<file path="config.mk">
export PLATFORM = sky130hd
export DESIGN_NAME = adder_share_sequencer
export DESIGN_NICKNAME = d
export VERILOG_FILES = /design/src/rtl/adder_share_sequencer.sv
export SDC_FILE = /design/constraint.sdc
export NUM_CORES = 1
export LEC_CHECK = 0
export CAP_MARGIN = 40
export CELL_PAD_IN_SITES_DETAIL_PLACEMENT = 1
export CELL_PAD_IN_SITES_GLOBAL_PLACEMENT = 1
export CORE_ASPECT_RATIO = 1.4
export CORE_UTILIZATION = 34
export DETAILED_ROUTE_END_ITERATION = 12
export MAX_ROUTING_LAYER = met4
export PLACE_DENSITY = 0.89
export SETUP_SLACK_MARGIN = 0.1
export SLEW_MARGIN = 5
export SYNTH_ARGS = -nofsm -noshare
export SYNTH_HDL_FRONTEND = slang
export SYNTH_SLANG_ARGS = --single-unit
</file>
<file path="constraint.sdc">
create_clock -name clk -period 4.5 [get_ports clk]
set_clock_uncertainty 0.05 [all_clocks]
set_input_delay 0.9 -clock clk [delete_from_list [all_inputs] [get_ports clk]]
set_output_delay 0.9 -clock clk [all_outputs]
set_load 0.05 [all_outputs]
</file>
<file path="src/rtl/adder_share_sequencer.sv">
// adder_share_sequencer: round-robin front end that streams multi-word adds through one shared registered adder
module adder_share_sequencer #(
    parameter int WIDTH  = 8,
    parameter int NBYTES = 4,
    parameter int NREQ   = 2
) (
    input  logic                          clk,
    input  logic                          rst,
    input  logic [NREQ-1:0]               req_valid,
    output logic [NREQ-1:0]               req_ready,
    input  logic [NREQ*NBYTES*WIDTH-1:0]  req_a,
    input  logic [NREQ*NBYTES*WIDTH-1:0]  req_b,
    input  logic [NREQ-1:0]               req_cin,
    output logic                          rsp_valid,
    input  logic                          rsp_ready,
    output logic [$clog2(NREQ)-1:0]       rsp_id,
    output logic [NBYTES*WIDTH-1:0]       rsp_sum,
    output logic                          rsp_cout,
    output logic                          busy,
    output logic [WIDTH-1:0]              add_a,
    output logic [WIDTH-1:0]              add_b,
    output logic                          add_cin,
    input  logic [WIDTH-1:0]              add_sum,
    input  logic                          add_cout
);
    localparam int OW  = NBYTES * WIDTH;
    localparam int IDW = $clog2(NREQ);
    localparam int CW  = $clog2(NBYTES + 1);
    localparam int WW  = NBYTES > 1 ? $clog2(NBYTES) : 1;

    typedef enum logic [1:0] {IDLE, RUN, DONE} state_t;

    state_t                        state, state_nx;
    logic [IDW-1:0]                ptr, gnt, id_r, scan;
    logic                          gnt_ok, acc, last, drive;
    logic [CW-1:0]                 cnt;
    logic [WW-1:0]                 wi, wm1;
    logic [NREQ-1:0][OW-1:0]       ra, rb;
    logic [NBYTES-1:0][WIDTH-1:0]  a_r, b_r, sum_r;
    logic                          cin_r, cout_r;

    assign ra    = req_a;
    assign rb    = req_b;
    assign acc   = state == IDLE && gnt_ok && !rst;
    assign last  = cnt == CW'(NBYTES);
    assign drive = state == RUN && !last;
    assign wi    = cnt[WW-1:0];
    assign wm1   = cnt[WW-1:0] - WW'(1);

    assign rsp_valid = state == DONE;
    assign busy      = state != IDLE;
    assign rsp_id    = id_r;
    assign rsp_sum   = sum_r;
    assign rsp_cout  = cout_r;
    assign add_a     = drive ? a_r[wi] : '0;
    assign add_b     = drive ? b_r[wi] : '0;
    assign add_cin   = drive && (cnt == '0 ? cin_r : add_cout);

    // first pending requester at or after the pointer, wrapping round
    always_comb begin
        gnt    = '0;
        gnt_ok = 1'b0;
        scan   = ptr;
        for (int k = 0; k < NREQ; k++) begin
            if (!gnt_ok && req_valid[scan]) begin
                gnt    = scan;
                gnt_ok = 1'b1;
            end
            scan = scan == IDW'(NREQ - 1) ? '0 : scan + IDW'(1);
        end
    end

    // accept strobe only for the granted requester, only while idle
    always_comb begin
        req_ready = '0;
        if (acc) req_ready[gnt] = 1'b1;
    end

    // state register
    always_ff @(posedge clk or posedge rst) begin
        if (rst) state <= IDLE;
        else     state <= state_nx;
    end

    // next-state: accept -> word sequencing -> hold result until consumed
    always_comb begin
        state_nx = state;
        case (state)
            IDLE:    state_nx = gnt_ok ? RUN : IDLE;
            RUN:     state_nx = last ? DONE : RUN;
            DONE:    state_nx = rsp_ready ? IDLE : DONE;
            default: state_nx = IDLE;
        endcase
    end

    // operand latch, arbitration pointer, word counter and result capture
    always_ff @(posedge clk or posedge rst) begin
        if (rst) begin
            ptr    <= '0;
            cnt    <= '0;
            a_r    <= '0;
            b_r    <= '0;
            cin_r  <= 1'b0;
            id_r   <= '0;
            sum_r  <= '0;
            cout_r <= 1'b0;
        end else begin
            if (acc) begin
                a_r   <= ra[gnt];
                b_r   <= rb[gnt];
                cin_r <= req_cin[gnt];
                id_r  <= gnt;
                ptr   <= gnt == IDW'(NREQ - 1) ? '0 : gnt + IDW'(1);
                cnt   <= '0;
            end
            if (state == RUN) begin
                if (!last) cnt <= cnt + CW'(1);
                if (cnt != '0) sum_r[wm1] <= add_sum;
                if (last) cout_r <= add_cout;
            end
        end
    end
endmodule

</file>
## After elaboration in Yosys (flattened, before gate mapping)

Index checks and enable logic that the tools add are counted.

| word-level totals | value |
|---|---|
| flip-flop bits (word level) | 105 |
| input bits | 144 |

| operators by class | value |
|---|---|
| $add $sub $neg | 4 |
| order comparisons | 7 |
| equal/unequal tests | 3 |
| mux-type cells | 36 |
| reductions and logical operators | 16 |

Operators with widths:

| operator | number |
|---|---|
| 32-bit 2-to-1 mux | 4 |
| 8-bit 2-to-1 mux | 5 |
| 8-bit binary-select mux with 2-bit select | 2 |
| 32-bit bitwise mux | 1 |
| 8-bit demux with 2-bit select | 1 |
| 1-bit 2-to-1 mux | 15 |
| 3-bit 2-to-1 mux | 3 |
| 1-bit logical AND | 7 |
| 1-bit by 2-bit less-than comparator with 1-bit output (second input constant) | 3 |
| 2-bit by 3-bit less-than comparator with 1-bit output (second input constant) | 2 |
| 2-bit 2-to-1 mux | 3 |
| 2-bit one-hot mux with 3 select lines | 1 |
| 2-bit AND reduction | 2 |
| 3-bit by 1-bit adder with 3-bit output (second input constant) | 1 |
| 3-bit equality test (second input constant) | 1 |
| 1-bit zero test | 3 |
| 3-bit zero test | 1 |
| 3-bit nonzero test | 1 |
| 1-bit adder (second input constant) | 2 |
| 2-bit by 1-bit equality test with 1-bit output (second input constant) | 1 |
| 2-bit equality test (second input constant) | 1 |
| 2-bit by 1-bit >= comparator with 1-bit output (second input constant) | 1 |
| 2-bit zero test | 1 |
| 2-bit nonzero test | 1 |
| 3 further kinds | 3 |

## Depth between registers and ports, before layout

| depth | value |
|---|---|
| depth after elaboration | 11 |
| gate-level depth with buffers | 8 |
| gate-level depth less buffers | 5 |

## Worst setup path before layout

OpenSTA, ideal clock, no wires.

| timing path | value |
|---|---|
| kind | flip-flop to output port |
| from | register cnt[1] |
| to | output port add_cin |
| data arrival time | 2200 ps |
| required time | 3550 ps |
| setup slack | 1350 ps |
| cell stages (with the launch flop) | 8 |
| cell sequence | dfrtp_1 -> buf_2 -> buf_1 -> inv_1 -> ha_1 -> nand2_1 -> nand2_1 -> nor2_1 |

| on the way | value |
|---|---|
| cells in the longest elaborated chain, start to end | 4 |

Ends and longest elaborated chain:

| what | RTL line | RTL |
|---|---|---|
| start: declaration | 36 | `logic [CW-1:0] cnt;` |
| start signal: assignment | 117 | `if (!last) cnt <= cnt + CW'(1);` |
| 3-bit equality test | 45 | `assign last = cnt == CW'(NBYTES);` |
| 1-bit zero test | n/a |  |
| 1-bit logical AND | 46 | `assign drive = state == RUN && !last;` |
| 1-bit logical AND (*) | 57 | `assign add_cin = drive && (cnt == '0 ? cin_r : add_cout);` |
| end: declaration | 22 | `output logic add_cin,` |

Every way passes the cells marked *; elsewhere a longest branch is shown, timed or not.

## Worst setup path in the final report

| timing path | value |
|---|---|
| from | input port rst |
| to | output port req_ready[0] |

| on the way | value |
|---|---|
| cells in the longest elaborated chain, start to end | 3 |

Ends and longest elaborated chain:

| what | RTL line | RTL |
|---|---|---|
| start: declaration | 8 | `input logic rst,` |
| 1-bit zero test (no line) | n/a |  |
| 1-bit logical AND | 44 | `assign acc = state == IDLE && gnt_ok && !rst;` |
| 2-bit 2-to-1 mux | 76 | `if (acc) req_ready[gnt] = 1'b1;` |
| end: declaration | 10 | `output logic [NREQ-1:0] req_ready,` |

No other way between the ends.

==> run_results.csv <==
group,metric,value,unit
status,outcome,"complete, no violations",
clocking,cts_resized,0,
worst_setup_path,r2r_cells,4,
final_layout,area_delta_synth_final,46.1,%
pwr,p_leak,3.12,nW
placement,place.gp.congestion,0.824,
worst_setup_path,crit_path_start_kind,"input port",
global_route,grt_pass1_wl,26400,µm
clocking,clk_latency,330,ps
timing,setup_viol,0,
final_layout,nets,712,
placement,hpwlAfterDp,12200,µm
drt,wire_per_inst,22.2,µm
clocking,cts_tree,"yes",
pwr,powerDensity,771,nW/µm²
drt,vias_per_cell,5.66,
synth,syn_inst,384,
drt,via_count,4285,
drt,first_pass_iters,4,
clocking,cts_made_buffers,9,
min_path,hold_path_startpoint,"rsp_sum[27]",
worst_setup_path,crit_top_cell,"clkdlybuf4s50_1",
clocking,clk_pin_slew,70,ps
floorplanning,die_h,147,µm
synth,synthFlopType,"dfrtp_1",
clocking,clkSinkCount,105,
clocking,hold_buffers,0,
clocking,htree_levels,3,
worst_setup_path,path_buf_inv,2,
worst_setup_path,critPathTopFamily,"buffers and inverters",
clocking,cts_setup_buffers,0,
final_layout,n_fill_cell,1524,
worst_setup_path,criticalPathCategory,"input port to primary output",
min_path,hold_path_end,"rsp_sum[27]",
floorplanning,die_x,105,µm
drt,drc,0,
worst_setup_path,cp.arrival,2680,ps
global_route,grt_max_degree,67,
worst_setup_path,critical_path.startpoint,"rst",
min_path,hold_path.class,"register to register",
floorplanning,dieArea,15500,µm²
clocking,cts_root_buffer,"clkbuf_16",
synth,syn_nets,533,
synth,yosys.cell_count.top_type,"dfrtp_1",
timing,fmax,0.276,GHz
placement,preCtsSetupSlack,878,ps
worst_setup_path,reg2reg_slack,2140,ps
worst_setup_path,worstReg2RegStart,"state[1]",
timing,finalHoldViolCount,0,
final_layout,postLayoutCellArea,7450,µm²
synth,ys_seq_area_frac,0.515,
worst_setup_path,slowest_stage,"clkdlybuf4s50_1",
timing,tns,0,ps
worst_setup_path,end_kind,"primary output",
synth,ys_ff_latch,105,
synth,synth_top_cells_by_count,"dfrtp_1 (105), a221o_1 (65), o21a_1 (65)",
synth,yosys-top-cells-area,"dfrtp_1 (52%), a221o_1 (13%), o21a_1 (9.6%)",
floorplanning,initial_core_util,0.350,
synth,synth_edf_count,0,
final_layout,instances_no_fill,757,
drt,drtIter0Drc,118,
floorplanning,num_rows,52,
global_route,grt_pass1_vias,4787,
global_route,antenna_found_initial,0,
drt,drt_wl_total,16800,µm
timing,fin_ws,872,ps
drt,antenna_left,0,
worst_setup_path,crit_chain,"clkdlybuf4s50_1 -> nor3_1 -> and3_2 -> clkdlybuf4s50_1",
final_layout,n_antenna_cell,0,
floorplanning,io_pins,199,
timing,rsz0062_at_grt,"no",
timing,min_period,3630,ps
synth,synthArstFlopShare,1.00,
timing,slew_violations,0,
synth,avgSynthCellArea,13.3,µm²
global_route,gr-total-overflow,0,
floorplanning,core_area,14600,µm²
pwr,vdd_drop_max,0.389,mV
min_path,holdPathStages,1,
clocking,cts_max_path_buffers,2,
worst_setup_path,required,3550,ps
placement,placed_area,7180,µm²
global_route,track_usage,0.230,
placement,dpl.cell_count,741,
worst_setup_path,reg2reg_to,"a_r[9]",
timing,max_slew.worst_pin.slew,849,ps
synth,yosysTopAreaCell,"dfrtp_1",
timing,period_share,0.806,
timing,relSlewSlack,0.433,
synth,synth_top_area_share,0.515,
synth,ys_warn_count,0,
final_layout,final_layout_size_suffix_gt1_frac,0.174,
worst_setup_path,critPathMaxFanout,3,
placement,io_buffers,198,
job,cap_violations,0,
synth,ys_types,30,
synth,syn_area,5100,µm²
worst_setup_path,critical_path.max_stage_delay,800,ps
[metrics by stage]
step | power, mW | hold WS (ps) | util
final | 5.74 | 458 | 0.511
after floorplan | 3.94 | 486 | -
after detailed placement | 5.05 | 445 | 0.492
after CTS | 5.79 | 460 | 0.511
after global routing | 6.04 | 476 | 0.511
after global placement | 4.88 | 437 | 0.491
[cells in the final DEF, fill, tap and decap left out, drive strengths merged]
cell / instances
a31o: 1
a22o: 1
mux4: 16
or2: 1
ha: 5
mux2: 33
dfrtp: 105
inv: 9
a21oi: 2
clkbuf: 10
nor2b: 1
or3: 1
clkinv: 4
clkdlybuf4s50: 180
nor2: 3
a211oi: 2
o21a: 65
o221ai: 1
and2: 1
nand2b: 5
o22ai: 1
a221o: 65
o21ai: 4
buf: 27
nand3: 2
nand2: 4
and3: 18
nor3: 1
[where the power goes]
group	total [mW]	internal (mW)	switching (mW)
registers	1.69	1.40	0.291
clock network	0.721	0.378	0.344
logic	3.33	1.43	1.90
[layout make-up]
cell class,count,area (µm²),area share
clock buffers,10,229,0.0308
clock inverters,6,41.3,0.00555
inverters,7,28.8,0.00386
multi-input cells,233,2250,0.302
flip-flops and latches,105,2630,0.353
well taps,189,236,0.0318
repair buffers,207,2040,0.274
[cells by family (layout without fill, tap and decap cells)]
family,Yosys count,after routing,synth area share
buffers and inverters,46,230,0.0464
DFF,105,105,0.515
AOI/OAI and AO/OA,142,142,0.241
and+or+nand+nor,37,37,0.0412
adders and majority gates,5,5,0.0123
muxes,49,49,0.144
[how the worst max path moves through the flow]
stage,endpoint,depth (start not counted)
final,req_ready[0],4
after global routing,req_ready[0],4
after CTS,req_ready[0],4
after detailed placement,req_ready[0],4
after global placement,req_ready[0],4
after floorplan,a_r[0],1
[sequential cells by signal, summed over array words and instances (netlist names)]
name      cells
a_r          32
b_r          32
cin_r         1
cnt           3
ptr           1
rsp_cout      1
rsp_id        1
rsp_sum      32
state         2
[routing by layer]
layer  part of all wire  GRT usage
met3              0.051     0.0337
met5                  0          -
met1               0.38      0.260
met4              0.030     0.0944
met2               0.54      0.404
Power figures use the tool's default switching activity.
